## config.mk

```make
export PLATFORM = sky130hd
export DESIGN_NAME = mac_unit
export DESIGN_NICKNAME = d
export VERILOG_FILES = /design/src/rtl/mac_pkg.sv /design/src/rtl/mac_mult.sv /design/src/rtl/mac_unit.sv
export SDC_FILE = /design/constraint.sdc
export NUM_CORES = 1
export LEC_CHECK = 0
export CAP_MARGIN = 20
export CORE_AREA = 3 3 176 178
export CTS_CLUSTER_SIZE = 25
export DETAILED_ROUTE_END_ITERATION = 8
export DIE_AREA = 0 0 179 181
export MAX_ROUTING_LAYER = met4
export SETUP_SLACK_MARGIN = 0.15
export SYNTH_ARGS = -nofsm -noshare
export SYNTH_HDL_FRONTEND = slang
export SYNTH_HIERARCHICAL = 1
export SYNTH_SLANG_ARGS = --single-unit
```

## constraint.sdc

```tcl
create_clock -name i_clk -period 19.05 [get_ports i_clk]
set_clock_uncertainty 0.15 [all_clocks]
set_input_delay 1.905 -clock i_clk [delete_from_list [all_inputs] [get_ports i_clk]]
set_output_delay 1.905 -clock i_clk [all_outputs]
set_load 0.005 [all_outputs]
```

## src/rtl/mac_pkg.sv

```systemverilog
// Shared widths, operand/accumulator types and saturation limits for the MAC array.
// Default build wraps on overflow; MAC_SATURATE_EN switches mac_unit to clamping.
package mac_pkg;

    localparam int DATA_W_DEF = 16;
    localparam int ACC_W_DEF  = 32;

    typedef logic signed [DATA_W_DEF-1:0] data_t;
    typedef logic signed [ACC_W_DEF-1:0]  acc_t;

    localparam acc_t ACC_MAX = {1'b0, {(ACC_W_DEF-1){1'b1}}};
    localparam acc_t ACC_MIN = {1'b1, {(ACC_W_DEF-1){1'b0}}};

endpackage

```

## src/rtl/mac_mult.sv

```systemverilog
// Combinational signed DATA_W x DATA_W -> 2*DATA_W multiplier; zero latency, no flow control.
// Kept separate so a DSP-mapped or pipelined multiplier can drop in unchanged.
module mac_mult
    import mac_pkg::*;
#(
    parameter int DATA_W = DATA_W_DEF
) (
    input  logic signed [DATA_W-1:0]   a_i,
    input  logic signed [DATA_W-1:0]   b_i,
    output logic signed [2*DATA_W-1:0] p_o
);

    // Extending both operands first keeps the full product; it always fits in 2*DATA_W.
    assign p_o = (2*DATA_W)'(a_i) * (2*DATA_W)'(b_i);

endmodule

```

## src/rtl/mac_unit.sv

```systemverilog
// Systolic MAC cell: o_result <= i_pre_result + i_data*i_weight, activation forwarded; 1-cycle latency.
// No backpressure: every o_valid beat must be taken. MAC_SATURATE_EN clamps overflow instead of wrapping.
module mac_unit
    import mac_pkg::*;
#(
    parameter int DATA_W = DATA_W_DEF,
    parameter int ACC_W  = ACC_W_DEF
) (
    input  logic                     i_clk,
    input  logic                     i_rst,
    input  logic                     i_valid,
    input  logic signed [DATA_W-1:0] i_data,
    input  logic signed [DATA_W-1:0] i_weight,
    input  logic signed [ACC_W-1:0]  i_pre_result,
    output logic                     o_valid,
    output logic signed [DATA_W-1:0] o_data_next,
    output logic signed [ACC_W-1:0]  o_result
);

    logic signed [2*DATA_W-1:0] prod;
    logic signed [ACC_W-1:0]    sum_sel;

    logic signed [ACC_W-1:0]  result_d, result_q;
    logic signed [DATA_W-1:0] data_d,   data_q;
    logic                     valid_d,  valid_q;

    mac_mult #(
        .DATA_W (DATA_W)
    ) u_mult (
        .a_i (i_data),
        .b_i (i_weight),
        .p_o (prod)
    );

`ifdef MAC_SATURATE_EN
    localparam logic signed [ACC_W-1:0] SAT_MAX = {1'b0, {(ACC_W-1){1'b1}}};
    localparam logic signed [ACC_W-1:0] SAT_MIN = {1'b1, {(ACC_W-1){1'b0}}};

    // One guard bit: the true sign sits in bit ACC_W, disagreement with bit ACC_W-1 means overflow.
    logic signed [ACC_W:0] sum_wide;
    assign sum_wide = (ACC_W+1)'(i_pre_result) + (ACC_W+1)'(prod);

    always_comb begin
        sum_sel = sum_wide[ACC_W-1:0];
        if (sum_wide[ACC_W] != sum_wide[ACC_W-1]) begin
            sum_sel = sum_wide[ACC_W] ? SAT_MIN : SAT_MAX;
        end
    end
`else
    assign sum_sel = i_pre_result + ACC_W'(prod);
`endif

    // Result and activation hold on idle cycles; only the valid flag drops.
    always_comb begin
        result_d = result_q;
        data_d   = data_q;
        valid_d  = 1'b0;
        if (i_valid) begin
            result_d = sum_sel;
            data_d   = i_data;
            valid_d  = 1'b1;
        end
    end

    always_ff @(posedge i_clk) begin
        if (i_rst) begin
            result_q <= '0;
            data_q   <= '0;
            valid_q  <= 1'b0;
        end else begin
            result_q <= result_d;
            data_q   <= data_d;
            valid_q  <= valid_d;
        end
    end

    assign o_valid     = valid_q;
    assign o_data_next = data_q;
    assign o_result    = result_q;

endmodule

```

# Word level (Yosys, flattened, before mapping)
# Cells that the tools add are included.
# word_totals
in_bits	67
n_memories	0
latchBits	0
ff_bits	49
mem_bits_ro	0
out_inout_bits	49
ram_bits	0
# classes
reduce_logical	0
multipliers	1
muxes	1
n_eq_ne	0
order_cmp	0
shift	0
add_sub_neg	1
n_bitwise	0
div	0
# ops
cell	count
$add 32x32->32	1
$mul 16x16->32	1
$mux 1	1

# Depth between registers and ports, before layout
# Gate-level depths: netlist of run 1.
# logic_depth
ltp_word	2
depth_mapped	32

# Cells and area by module
# The synthesis of run 1 kept the hierarchy.
# modules_own_cells
mod	seq_area_each_um2	cells_each	area_per_inst_um2	instances
mac_mult	0.0	1075	9834.4	1
mac_unit	980.9	417	3449.6	1

# Least setup slack after synthesis of run 1
# Ideal clock, no wire load.
# synth_path
path_kind	input port to flip-flop
startpoint	input port i_data[15]
endpoint	register result_q[30], in the netlist o_result[30]
stages	29
t_arrival_ps	8908
slack_ps	9867
cell_sequence	clkbuf_1 -> nand2_1 -> inv_1 -> fa_1 -> fa_1 -> fa_1 -> fa_1 -> fa_1 -> inv_1 -> fa_1 -> inv_1 -> ha_1 -> and3_1 -> a221o_1 -> a21o_1 -> a211o_1 -> nor2_1 -> a21oi_1 -> xor2_1 -> ha_1 -> clkbuf_1 -> and3_1 -> clkbuf_1 -> a21o_1 -> a21o_1 -> a31o_2 -> a41o_1 -> xnor2_1 -> o21ai_1
# synth_between
elab_chain_cells	2
# synth_lines
item	line	source
start, declared	mac_unit.sv:12	input logic signed [DATA_W-1:0] i_data,
$mul 16x16->32	mac_mult.sv:14	assign p_o = (2*DATA_W)'(a_i) * (2*DATA_W)'(b_i);
net prod[26]	mac_unit.sv:20	logic signed [2*DATA_W-1:0] prod;
$add 32x32->32	mac_unit.sv:50	assign sum_sel = i_pre_result + ACC_W'(prod);
end signal, assigned	mac_unit.sv:71	result_q <= result_d;
end, declared	mac_unit.sv:23	logic signed [ACC_W-1:0] result_d, result_q;
# The timed path passes the listed nets, and every way through them passes these cells.
# A chain may end at the register's enable or synchronous reset.

# Final worst setup path of run 1
# Ends and elaborated chain as after synthesis.

==> implementation parameters, run 1 <==
Parameter                              Value

Clock network
  Clock tree from TritonCTS    done
  Number of sinks on the clock net    49
  Post-cts hold buffer count    0
  Resize count post-CTS    0
  Number of buffers on the longest clock path    2
  Clk_lat worst skew    around 0.30 ns
  Cell at the root of the clock tree    sky130_fd_sc_hd__clkbuf_16
  Number of buffers added by the clock tree synthesis step    5
  Depth of the CTS H-tree    2
  Clock transition at the registers of the reported paths    0.08 ns
  Setup Fix Bufs, Post-CTS    0

Synth
  Average instance area after synthesis    between 8 and 9 sq um
  Cell type with the highest aggregate area in the netlist    sky130_fd_sc_hd__fa_1
  Main flop type after synthesis    sky130_fd_sc_hd__dfxtp_1
  Post-synthesis net count    1935
  Count of different cell masters after synthesis    66
  Async set or reset register ratio after synthesis    0
  Count of synthesis-stage warnings from yosys    6
  Register area share after synthesis    0.0738
  Portion of synthesized cell area occupied by the leading cell type    0.396
  Post-synth EDFFs    0
  Largest cells by area after synthesis    sky130_fd_sc_hd__fa_1 (40%), sky130_fd_sc_hd__ha_1 (11%), sky130_fd_sc_hd__inv_1 (8.3%)
  Flop and latch count out of synthesis    49
  Cell area after synthesis    around 13000 sq um
  Cells after Synth    1492

Die
  Die W    179 microns
  Core Region    29600 sq um
  Die Y    roughly 180 microns
  Number of primary I/O pins    ~120
  Total number of placement rows    63
  Initial standard-cell utilization of the core    0.449
  Die area    32400 sq um

Timing
  Minimum period implied by the final worst setup slack    10.17 ns
  Final worst path period share    0.534
  Unrepaired setup endpoints after global routing    false
  Final Max Tran Viols    0
  Max Fclk    98.3 MHz
  Tightest Pin Transition    ~0.9 ns
  Headroom to the max-slew limit    0.384
  Aggregate negative setup slack    0 ns
  Count of endpoints failing setup in the final report    0
  Fin Hold WS    approximately 0.31 ns
  Final Hold Vio Count    0

GRT
  Global route overflow    0
  Global-route wire length before repair    between 50000 and 60000 microns
  Vias in the first global route    10973
  Aggregate global-route resource usage    0.224
  Antenna violations before repair    0
  Maximum number of pins on one net before global-route repair    48

Setup path
  Worst Path Max Fanout    17
  Worst setup path category    in2reg
  Worst setup SP type    input pin
  CP Data Required Time    19.07 ns
  Worst EP arrival    around 10 ns
  Worst setup EP type    flop

Placed design
  Port bufs    115
  Placer's final routability congestion estimate    0.896
  Sum of net half-perimeters after detailed placement    27900 microns

Routing
  DRC errors left    0
  Post-route ant nets    0
  Vias per Instance    5.22
  Total length of routed wires    34000 microns
  Starting DRT DRC Count    between 300 and 400
  Average wire per standard cell    17.4 microns
  Number of search-and-repair iterations in the first detailed-routing pass    4
  Wire length on met2    17100 microns
  Total via count in the routed design    a little over 10000
  Detailed-routing wirelength on met1    15100 microns
  Highest metal layer used by the detailed router    met4
  Wire length on met3    1100 microns

Final layout
  Finished Core Util    0.504
  Fraction of layout cells with a size suffix above 1    0.0185
  Layout overhead on the synthesized area    12.2%
  Antenna diode count    0
  Commonest cells after routing, fill and taps aside    sky130_fd_sc_hd__inv_1 (295), sky130_fd_sc_hd__fa_1 (263), sky130_fd_sc_hd__nand2_1 (155)
  Most common cell after layout, fill and taps aside    sky130_fd_sc_hd__inv_1
  Number of nets in the final layout    2010

Status
  Run status    complete, no violations

Flow run
  Max_cap viols    0

Worst hold path
  Class of the tightest hold or removal check    reg2reg
-- path summary, 6_finish.rpt --
check	startpoint	to	slack (ns)	cells past startpoint
max	i_data[15]	o_result[30]	8.88	25
min	o_result[30]	o_result[30]	0.31	2
max reg2reg	o_result[28]	o_result[28]	18.01	3
min reg2reg	o_result[30]	o_result[30]	0.31	2
-- cells in the mapped netlist, drive strengths merged, types with 29 or more instances --
master  number
o21ai       40
and2       125
clkbuf      49
mux2i       29
xnor2       43
dfxtp       49
nand2      155
nor2        71
inv        295
fa         263
a21oi       48
a21o        31
ha         113
-- cells by family after synthesis --
kind of cell	after synthesis	share of synthesized area
buffers and inverters	349	0.0989
XOR/XNOR	59	0.0389
multiplexers	29	0.0219
AO/OA/AOI/OAI	195	0.102
AND/OR/NAND/NOR	435	0.162
flip-flops	49	0.0738
adder cells (fa/ha/maj)	376	0.503
-- stage by stage --
stage	instance area (sq um)	instances	worst slack, ns
finish	14900	1958	8.88
global route	14900	1958	8.49
CTS	14900	1958	8.85
detailed placement	14800	1950	8.56
floorplan	13300	1492	9.87
global placement	14800	1950	8.58
-- layer usage --
metal  vias up  global-route usage
li1       4801                   -
met1      5169               0.297
met2       205               0.372
met3        39              0.0229
met4         0              0.0514
met5         -                   -
-- worst max-delay path: stages --
cell                              delay (ns)
sky130_fd_sc_hd__clkdlybuf4s50_1        0.93
sky130_fd_sc_hd__nand2_1                0.23
sky130_fd_sc_hd__inv_1                  0.18
sky130_fd_sc_hd__fa_1                   0.55
sky130_fd_sc_hd__fa_1                   0.85
sky130_fd_sc_hd__fa_1                   0.52
sky130_fd_sc_hd__fa_1                   0.51
sky130_fd_sc_hd__fa_1                   0.50
sky130_fd_sc_hd__inv_1                  0.05
sky130_fd_sc_hd__fa_1                   0.47
sky130_fd_sc_hd__inv_1                  0.04
sky130_fd_sc_hd__ha_1                   0.36
sky130_fd_sc_hd__and4_1                 0.27
sky130_fd_sc_hd__nor3b_1                0.59
sky130_fd_sc_hd__nor2_1                 0.15
sky130_fd_sc_hd__a21oi_1                0.19
sky130_fd_sc_hd__xor2_1                 0.20
sky130_fd_sc_hd__ha_1                   0.36
sky130_fd_sc_hd__and3_1                 0.27
sky130_fd_sc_hd__a21o_1                 0.20
sky130_fd_sc_hd__a21o_1                 0.17
sky130_fd_sc_hd__a31o_2                 0.21
sky130_fd_sc_hd__a41o_1                 0.22
sky130_fd_sc_hd__xnor2_1                0.17
sky130_fd_sc_hd__o21ai_1                0.08
-- cell type report --
class / count / area, sq um
clock buffer: 5 / 125
tap: 390 / 488
sequential: 49 / 981
multi-input combinational: 1094 / 11000
clock inverter: 3 / 17.5
timing repair buffer: 122 / 1200
inverter: 295 / 1110
fill: 2884 / 14700
-- registers in the layout, summed over array words and instances, names as in the netlist --
signal,cells
o_valid,1
o_data_next,16
o_result,32
Power of run 1 is not shown: default switching activity piles up to over one toggle a cycle in this logic, so the estimate is an artifact.
==> run 2, diff against run 1 <==
Settings changed: PLACE_DENSITY from default to 0.67.
Clock period 19.05 ns to 8.82 ns, I/O delays scaled along.
==> run 2 against run 1 <==
Flip-flop and latch count stayed put; first-iteration DRC count is 53% higher; global-route usage is 0.45 points lower; design area is 5.4% higher; critical path depth is 3 higher; cell count is 4.8% higher; count of clock-buffer cells in the layout is 2 higher; utilization is 2.7 points higher; die area stayed put; wire length is 1.6% lower.
==> implementation parameters, run 2 (same netlist as run 1, synthesis figures left out) <==
Parameter                              Value

Status
  Run status    complete, no violations

Die
  Number of primary I/O pins    116 (unchanged)
  Die W    179 microns (unchanged)
  Total number of placement rows    63 (unchanged)
  Die area    32400 sq um (unchanged)
  Initial standard-cell utilization of the core    0.449 (unchanged)
  Core Region    29600 sq um (unchanged)
  Die Y    181 microns (unchanged)

Final layout
  Number of nets in the final layout    2105 (+4.7%)
  Layout overhead on the synthesized area    18.3%
  Commonest cells after routing, fill and taps aside    sky130_fd_sc_hd__inv_1 (295), sky130_fd_sc_hd__fa_1 (263), sky130_fd_sc_hd__nand2_1 (155)
  Antenna diode count    0 (unchanged)
  Largest register by flop count    o_result
  Finished Core Util    0.532 (+0.0273)
  Fraction of layout cells with a size suffix above 1    0.0734 (+0.0549)
  Number of flip-flops in the largest register    32 (unchanged)
  Most common cell after layout, fill and taps aside    sky130_fd_sc_hd__inv_1

Flow run
  Max_cap viols    0 (unchanged)

Routing
  Starting DRT DRC Count    597 (+53%)
  Average wire per standard cell    16.3 microns (-6.1%)
  Number of search-and-repair iterations in the first detailed-routing pass    5 (+1)
  Vias per Instance    5.19 (-0.45%)
  Post-route ant nets    0 (unchanged)
  Total length of routed wires    33500 microns (-1.6%)
  Total via count in the routed design    10656 (+4.3%)
  DRC errors left    0 (unchanged)

Timing
  Max Fclk    around 120 MHz
  Final worst path period share    0.952
  Count of endpoints failing setup in the final report    0 (unchanged)
  Headroom to the max-slew limit    0.467 (+0.0837)
  Tightest Pin Transition    0.796 ns (-0.126 ns)
  Final Hold Vio Count    0 (unchanged)
  Unrepaired setup endpoints after global routing    true
  Minimum period implied by the final worst setup slack    about 8.4 ns
  Final Max Tran Viols    0 (unchanged)
  Aggregate negative setup slack    0 ns (unchanged)

Clock network
  Number of buffers on the longest clock path    2 (unchanged)
  Setup Fix Bufs, Post-CTS    0 (unchanged)
  Number of buffers added by the clock tree synthesis step    5 (unchanged)
  Clock tree from TritonCTS    done
  Post-cts hold buffer count    0 (unchanged)
  Clock transition at the registers of the reported paths    0.07 ns (about the same)
  Depth of the CTS H-tree    2 (unchanged)
  Clk_lat worst skew    0.30 ns (about the same)
  Number of sinks on the clock net    49 (unchanged)
  Resize count post-CTS    0 (unchanged)
  Cell at the root of the clock tree    sky130_fd_sc_hd__clkbuf_16

GRT
  Global route overflow    0 (unchanged)
  Aggregate global-route resource usage    0.220 (-0.00453)
  Global-route wire length before repair    56200 microns (-0.54%)
  Vias in the first global route    11482 (+4.6%)
  Maximum number of pins on one net before global-route repair    48 (unchanged)
  Antenna violations before repair    0 (unchanged)

Worst hold path
  Depth of the worst hold-timing path    2 (unchanged)
  Class of the tightest hold or removal check    reg2reg

Setup path
  Cell family with most CP delay    adder cells
  CP Data Required Time    8.84 ns (-10.23 ns)
  Worst setup EP type    flop
  Number of buffer and inverter stages on the critical path    5 (+1)
  Worst Path Max Fanout    9 (-8)
  Worst-path cell with the longest stage delay    sky130_fd_sc_hd__fa_1
  Worst path depth    28 (+12%)
  Worst setup path category    in2reg
  Worst Reg2Reg Path Length in Cells    3 (unchanged)
  Worst setup SP type    input pin
  Maximum cell stage delay along the critical path    0.63 ns (-0.30 ns)
  Worst EP arrival    8.42 ns (-1.78 ns)
  Crit-path most repeated cell    sky130_fd_sc_hd__fa_1

Placed design
  Placer's final routability congestion estimate    0.916 (+2.3%)
  Sum of net half-perimeters after detailed placement    29300 microns (+5.0%)
  Port bufs    115 (unchanged)
## run 2: cell count changes in the layout (fill, tap and decap cells not counted), sizes merged
cell,change
buf,+95
clkdlybuf4s50,-3
dlymetal6s2s,+3
clkbuf,+2
clkinv,-2
clkinvlp,-1
## run 2: worst paths after layout
path | startpoint | endpoint | slack [ns]
hold / removal | o_result[11] | o_result[11] | 0.30
setup reg to reg | o_result[28] | o_result[28] | 7.79
setup / recovery | i_data[8] | o_result[30] | 0.42
hold reg to reg | o_result[11] | o_result[11] | 0.30
## run 2: cell type report
type	instances	area, sq um
Timing Repair Buffer	217	2010
Multi-Input combinational cell	1094	11000
Clock buffer	7	143
Sequential cell	49	981
Fill cell	2775	13800
Tap cell	390	488
Inverter	295	1110
## run 2: routing by layer
layer	track usage	vias up	wire, microns
met5	-	-	0
met4	0.0471	0	633
met3	0.0254	44	1410
met2	0.368	238	16900
met1	0.288	5380	14600
li1	-	4994	-
## run 2: per-stage QoR
step,worst slack (ns),hold slack [ns],area [sq um],std cells
final,0.422,0.301,15700,2052
after global routing,0.137,0.342,15700,2052
after CTS,0.387,0.310,15700,2052
after detailed placement,0.0805,0.295,15600,2045
after global placement,0.158,0.291,15600,2045
after floorplan,0.660,0.292,13300,1492
## run 2: worst reg2reg max path, delay by kind of cell, from the launching register on
family           cells  cell delay, ns
AO/OA/AOI/OAI        2            0.35
flip-flops           1            0.33
AND/OR/NAND/NOR      1            0.09
Power of run 2 is left out for the same reason.
==> run 3, diff against run 2 <==
Settings changed: RECOVER_POWER from default to 100.
==> run 3 against run 2 <==
The run now ends with max-capacitance violations, max-slew violations left; setup slack got worse by 0.0088 ns; sequential share of layout area barely moved; critical endpoint is now o_result[24]; design area fell by 0.15%; critical path depth is the same; cell count is the same; highest routed layer unchanged.
==> implementation parameters, run 3 (same netlist as run 1, synthesis figures left out) <==
Parameter                              Value

Status
  Run status    complete, but fails checks
  Violated checks    max-capacitance violations, max-slew violations

Placed design
  Minimum setup slack after placement    0.0805 ns (unchanged)
  Sum of net half-perimeters after detailed placement    29300 microns (unchanged)
  DP Cell Count    2045 (unchanged)
  Port bufs    115 (unchanged)
  Placer's final routability congestion estimate    0.916 (unchanged)
  Total placed instance area    15600 sq um (unchanged)

Clock network
  Setup Fix Bufs, Post-CTS    0 (unchanged)
  Clk_lat worst skew    0.30 ns (about the same)
  Clock tree from TritonCTS    done
  Number of buffers added by the clock tree synthesis step    5 (unchanged)
  Depth of the CTS H-tree    2 (unchanged)
  Number of buffers on the longest clock path    2 (unchanged)
  Number of sinks on the clock net    49 (unchanged)
  Cell at the root of the clock tree    sky130_fd_sc_hd__clkbuf_16
  Resize count post-CTS    0 (unchanged)
  Post-cts hold buffer count    0 (unchanged)
  Clock transition at the registers of the reported paths    0.07 ns (about the same)

Final layout
  Number of flip-flops in the largest register    32 (unchanged)
  Commonest cells after routing, fill and taps aside    sky130_fd_sc_hd__inv_1 (295), sky130_fd_sc_hd__fa_1 (263), sky130_fd_sc_hd__nand2_1 (155)
  Antenna diode count    0 (unchanged)
  Largest register by flop count    o_result
  Layout overhead on the synthesized area    18.1%
  Footprint of the multi-input gates    11000 sq um (-0.11%)
  Most common cell after layout, fill and taps aside    sky130_fd_sc_hd__inv_1
  Fillcell total    2782 (+0.25%)
  Post-layout instance count excluding filler cells    2052 (unchanged)
  FF+latch area    981 sq um (unchanged)
  Fraction of layout cells with a size suffix above 1    0.0704 (-0.00301)
  Number of nets in the final layout    2105 (unchanged)
  Fin area    15700 sq um (-0.15%)

Setup path
  CP Data Required Time    8.77 ns (-0.07 ns)
  Worst path depth    28 (unchanged)
  Cell family with most CP delay    adder cells
  Crit-path most repeated cell    sky130_fd_sc_hd__fa_1
  Worst setup path category    in2reg
  Worst-path cell with the longest stage delay    sky130_fd_sc_hd__fa_1
  Worst Path Max Fanout    8 (-1)
  Number of buffer and inverter stages on the critical path    6 (+1)
  Worst setup SP type    input pin
  Worst setup EP type    flop
  Maximum cell stage delay along the critical path    0.56 ns (-0.07 ns)
  Worst Reg2Reg Path Length in Cells    3 (unchanged)
  Worst EP arrival    8.35 ns (-0.07 ns)

Timing
  Count of endpoints failing setup in the final report    0 (unchanged)
  Final worst path period share    0.953 (+0.00100)
  Unrepaired setup endpoints after global routing    true
  Minimum period implied by the final worst setup slack    8.41 ns (+0.00882 ns)
  Headroom to the max-slew limit    -0.343 (-0.810)
  Final Hold Vio Count    0 (unchanged)
  Final Max Tran Viols    40 (+40)
  Smallest setup slack after layout    0.413 ns (-0.00882 ns)
  Aggregate negative setup slack    0 ns (unchanged)
  Max Fclk    119 MHz (-0.10%)
  Tightest Pin Transition    2.01 ns (+1.22 ns)

Routing
  Average wire per standard cell    16.3 microns (-0.12%)
  DRC errors left    0 (unchanged)
  Total length of routed wires    33400 microns (-0.12%)
  Starting DRT DRC Count    611 (+2.3%)
  Vias per Instance    5.19 (about the same)
  Post-route ant nets    0 (unchanged)
  Total via count in the routed design    10660 (+0.038%)
  Number of search-and-repair iterations in the first detailed-routing pass    5 (unchanged)

Die
  Initial standard-cell utilization of the core    0.449 (unchanged)
  Number of primary I/O pins    116 (unchanged)
  Core Region    29600 sq um (unchanged)
  Die Y    181 microns (unchanged)
  Die area    32400 sq um (unchanged)
  Total number of placement rows    63 (unchanged)
  Die W    179 microns (unchanged)

GRT
  Global-route wire length before repair    56200 microns (unchanged)
  Maximum number of pins on one net before global-route repair    48 (unchanged)
  Vias in the first global route    11482 (unchanged)
  Antenna violations before repair    0 (unchanged)
  Global route overflow    0 (unchanged)
  Aggregate global-route resource usage    0.220 (unchanged)

Worst hold path
  Class of the tightest hold or removal check    reg2reg
  Depth of the worst hold-timing path    2 (unchanged)

Flow run
  Max_cap viols    1 (+1)
-- run 3: cell types whose count changed in the layout (fill, tap and decap cells not counted) --
| cell | delta |
|---|---|
| sky130_fd_sc_hd__a2bb2oi_1 | +1 |
| sky130_fd_sc_hd__a221oi_1 | +1 |
| sky130_fd_sc_hd__a2bb2oi_2 | -1 |
| sky130_fd_sc_hd__dlygate4sd3_1 | +52 |
| sky130_fd_sc_hd__buf_4 | -4 |
| sky130_fd_sc_hd__o21ai_0 | +1 |
| sky130_fd_sc_hd__clkbuf_4 | +1 |
| sky130_fd_sc_hd__and2_1 | -4 |
| sky130_fd_sc_hd__and2_0 | +4 |
| sky130_fd_sc_hd__clkdlybuf4s50_1 | -52 |
| sky130_fd_sc_hd__o21ai_1 | -1 |
| sky130_fd_sc_hd__a221oi_2 | -1 |
| sky130_fd_sc_hd__clkbuf_1 | +3 |
-- run 3: worst register-to-register path: cells and delay by family, from the launching register on --
family	cells	cell delay (ns)
compound gates	2	0.41
simple gates	1	0.09
flops	1	0.33
-- run 3: path summary, 6_finish.rpt --
| check | end | from | slack [ns] |
|---|---|---|---|
| setup / recovery | o_result[24] | i_weight[4] | 0.41 |
| hold reg to reg | o_result[11] | o_result[11] | 0.30 |
| setup reg to reg | o_result[28] | o_result[28] | 7.74 |
| hold / removal | o_result[11] | o_result[11] | 0.30 |
-- run 3: layer usage --
metal  global-route usage  share of wire  vias up
met4               0.0471          0.020        0
met3               0.0254          0.044       49
met2                0.368           0.50      261
met1                0.288           0.43     5357
met5                    -              0        -
li1                     -              -     4993
-- run 3: area by class of cell --
cell class                 instances  area share
tap                              390      0.0311
multi-input combinational       1094       0.700
timing repair buffer             217       0.127
sequential                        49      0.0625
clock buffer                       7     0.00909
inverter                         295      0.0706
-- run 3: metrics by stage --
step,hold slack (ns),utilization
after floorplan,0.292,-
after global placement,0.291,0.527
after detailed placement,0.295,0.527
after CTS,0.310,0.531
after global routing,0.338,0.531
final,0.297,0.531
Power of run 3 is left out for the same reason.
==> patch, RTL diff (settings of run 3) <==
Change the package constant `ACC_W_DEF` from 32 to 64.
--- a/src/rtl/mac_pkg.sv
+++ b/src/rtl/mac_pkg.sv
@@ -3,7 +3,7 @@
 package mac_pkg;
 
     localparam int DATA_W_DEF = 16;
-    localparam int ACC_W_DEF  = 32;
+    localparam int ACC_W_DEF  = 64;
 
     typedef logic signed [DATA_W_DEF-1:0] data_t;
     typedef logic signed [ACC_W_DEF-1:0]  acc_t;
Interface: changed (resized i_pre_result and o_result); port bits go from 116 to 180. The function was not compared with the original's and may differ.
==> patch against run 3 <==
- the flow still finishes with violations (max-capacitance violations, max-slew violations)
- die area unchanged
- sequential cell count grew 32
- setup slack got worse by 0.14 ns
- sequential share of layout area grew 0.85 points
- register-to-register slack improved by 0.02 ns
- design area increased by 45%
- wire length grew 53%
- area after synthesis increased by 24%
- fmax decreased by 1.6%
- highest routed layer unchanged
Power is left out: the tool's default activity adds up to more than one toggle a clock period on the data nets, which glitch-free logic cannot reach.
==> patch: results (changes against run 3) <==
[clock_network]
numCtsBuffers=9  ; +4
clk_latency_ns=0.38  ; +0.08 ns
h-tree-depth=3  ; +1
root_buffer=clkbuf_16
clockBufferDepth=2  ; unchanged
path_clk_slew_ns=0.08

[detailed_routing]
met2_length_um=25500  ; +52%
drt-initial-drc-count=987  ; +62%
routedWlPerCell_um=17.8  ; +9.2%
drt-vias-per-instance=5.44  ; +4.8%
drtPass1Iterations=6  ; +1
dr_wl_met3_um=2850  ; +93%
met1_length_um=21600  ; +49%
top_layer=met4

[synthesis]
synth_area_leaders=fa_1, ha_1, dfxtp_1, inv_1, and2_1
yosys_most_used_dff=dfxtp_1
synthCells=1955  ; +31%
ys_types=75  ; +14%
seq_area_frac_synth=0.0987  ; +0.0249
synthTopCellsByCount=inv_1, fa_1, nand2_1
synth_nets=2462  ; +27%
synth_warnings=6  ; unchanged
async_flop_share=0  ; unchanged

[global_routing]
grtUsageTotal=0.321  ; +0.102
use_met3=0.0374  ; +0.0120
grt_max_degree=66  ; +38%
grt_pass1_vias=16078  ; +40%
gr-total-overflow=0  ; unchanged
use_met1=0.427  ; +0.139
grt_antenna_before_repair=0  ; unchanged
grt_pass1_wl_um=80500  ; +43%
grt_use_met2=0.523  ; +0.155

[cells_and_area]
largest_reg_flops=64  ; +100%
instances_no_fill=2881  ; +40%
largest_register=o_result
drive_gt1_frac=0.261  ; +0.191
layout.nets=2992  ; +42%

[placement]
dp_hpwl_um=40800  ; +40%
placed_area_mm2=0.0212  ; +36%
placedCellCount=2810  ; +37%
io_buffers=179  ; +56%
globalplace.congestion=0.939  ; +2.4%
place_ws_ns=-0.837  ; -0.917 ns

[job]
drv_cap=1  ; unchanged

[timing]
maxSlewViolCount=66  ; +65%
max_slew_margin=-1.39  ; -1.04

[hold_path]
hp-class=flop to flop

[setup_path]
worstPathArrival_ns=8.67  ; +0.32 ns
path_delay_family=adder cells
path_max_fanout=10  ; +2
slowest_delay_ns=0.54  ; -0.02 ns

[outcome]
violations=max-capacitance violations, max-slew violations
outcome=complete, but fails checks

patch: cell types whose count changed after synthesis, moves of 11 or more:
cell,change
xor2_1,+13
xnor2_1,+11
o21ai_0,+40
ha_1,+32
inv_1,+55
dfxtp_1,+32
a21oi_1,+70
nand4_1,+24
nor2_1,+40
nand2_1,+52
mux2i_1,+21
clkbuf_1,+18
patch: what timing repair did:
action | 4_1_cts | 5_1_grt
pin swaps | 62 | 135
hold endpoints to repair | 0 | 0
setup buffers | 25 | 25
setup endpoints to repair | 32 | 34
resized for setup | 152 | 189
gates cloned | 4 | 0
patch: worst paths after layout:
kind / from / endpoint / slack (ns) / cells after the start
min: o_result[53]$_SDFFE_PP0P_ / o_result[53]$_SDFFE_PP0P_ / 0.31 / 2
max reg2reg: o_result[61]$_SDFFE_PP0P_ / o_result[61]$_SDFFE_PP0P_ / 7.76 / 3
min reg2reg: o_result[53]$_SDFFE_PP0P_ / o_result[53]$_SDFFE_PP0P_ / 0.31 / 2
max: i_data[1] / o_result[63]$_SDFFE_PP0P_ / 0.27 / 32
patch: cell type report:
type | instances | area, um2
multi-input combinational | 1444 | 14100
sequential | 81 | 1620
clock inverter | 7 | 92.6
antenna | 1 | 2.50
tap | 390 | 488
inverter | 350 | 1320
timing repair buffer | 599 | 5010
clock buffer | 9 | 225
fill | 2161 | 6740
patch: cells by family after synthesis:
| family | count (synthesis) | synth area share |
|---|---|---|
| XOR/XNOR | 84 | 0.0452 |
| adder cells (fa/ha/maj) | 408 | 0.431 |
| flip-flops | 81 | 0.0987 |
| AND/OR/NAND/NOR | 580 | 0.173 |
| AO/OA/AOI/OAI | 322 | 0.122 |
| multiplexers | 50 | 0.0305 |
| buffers and inverters | 430 | 0.0989 |
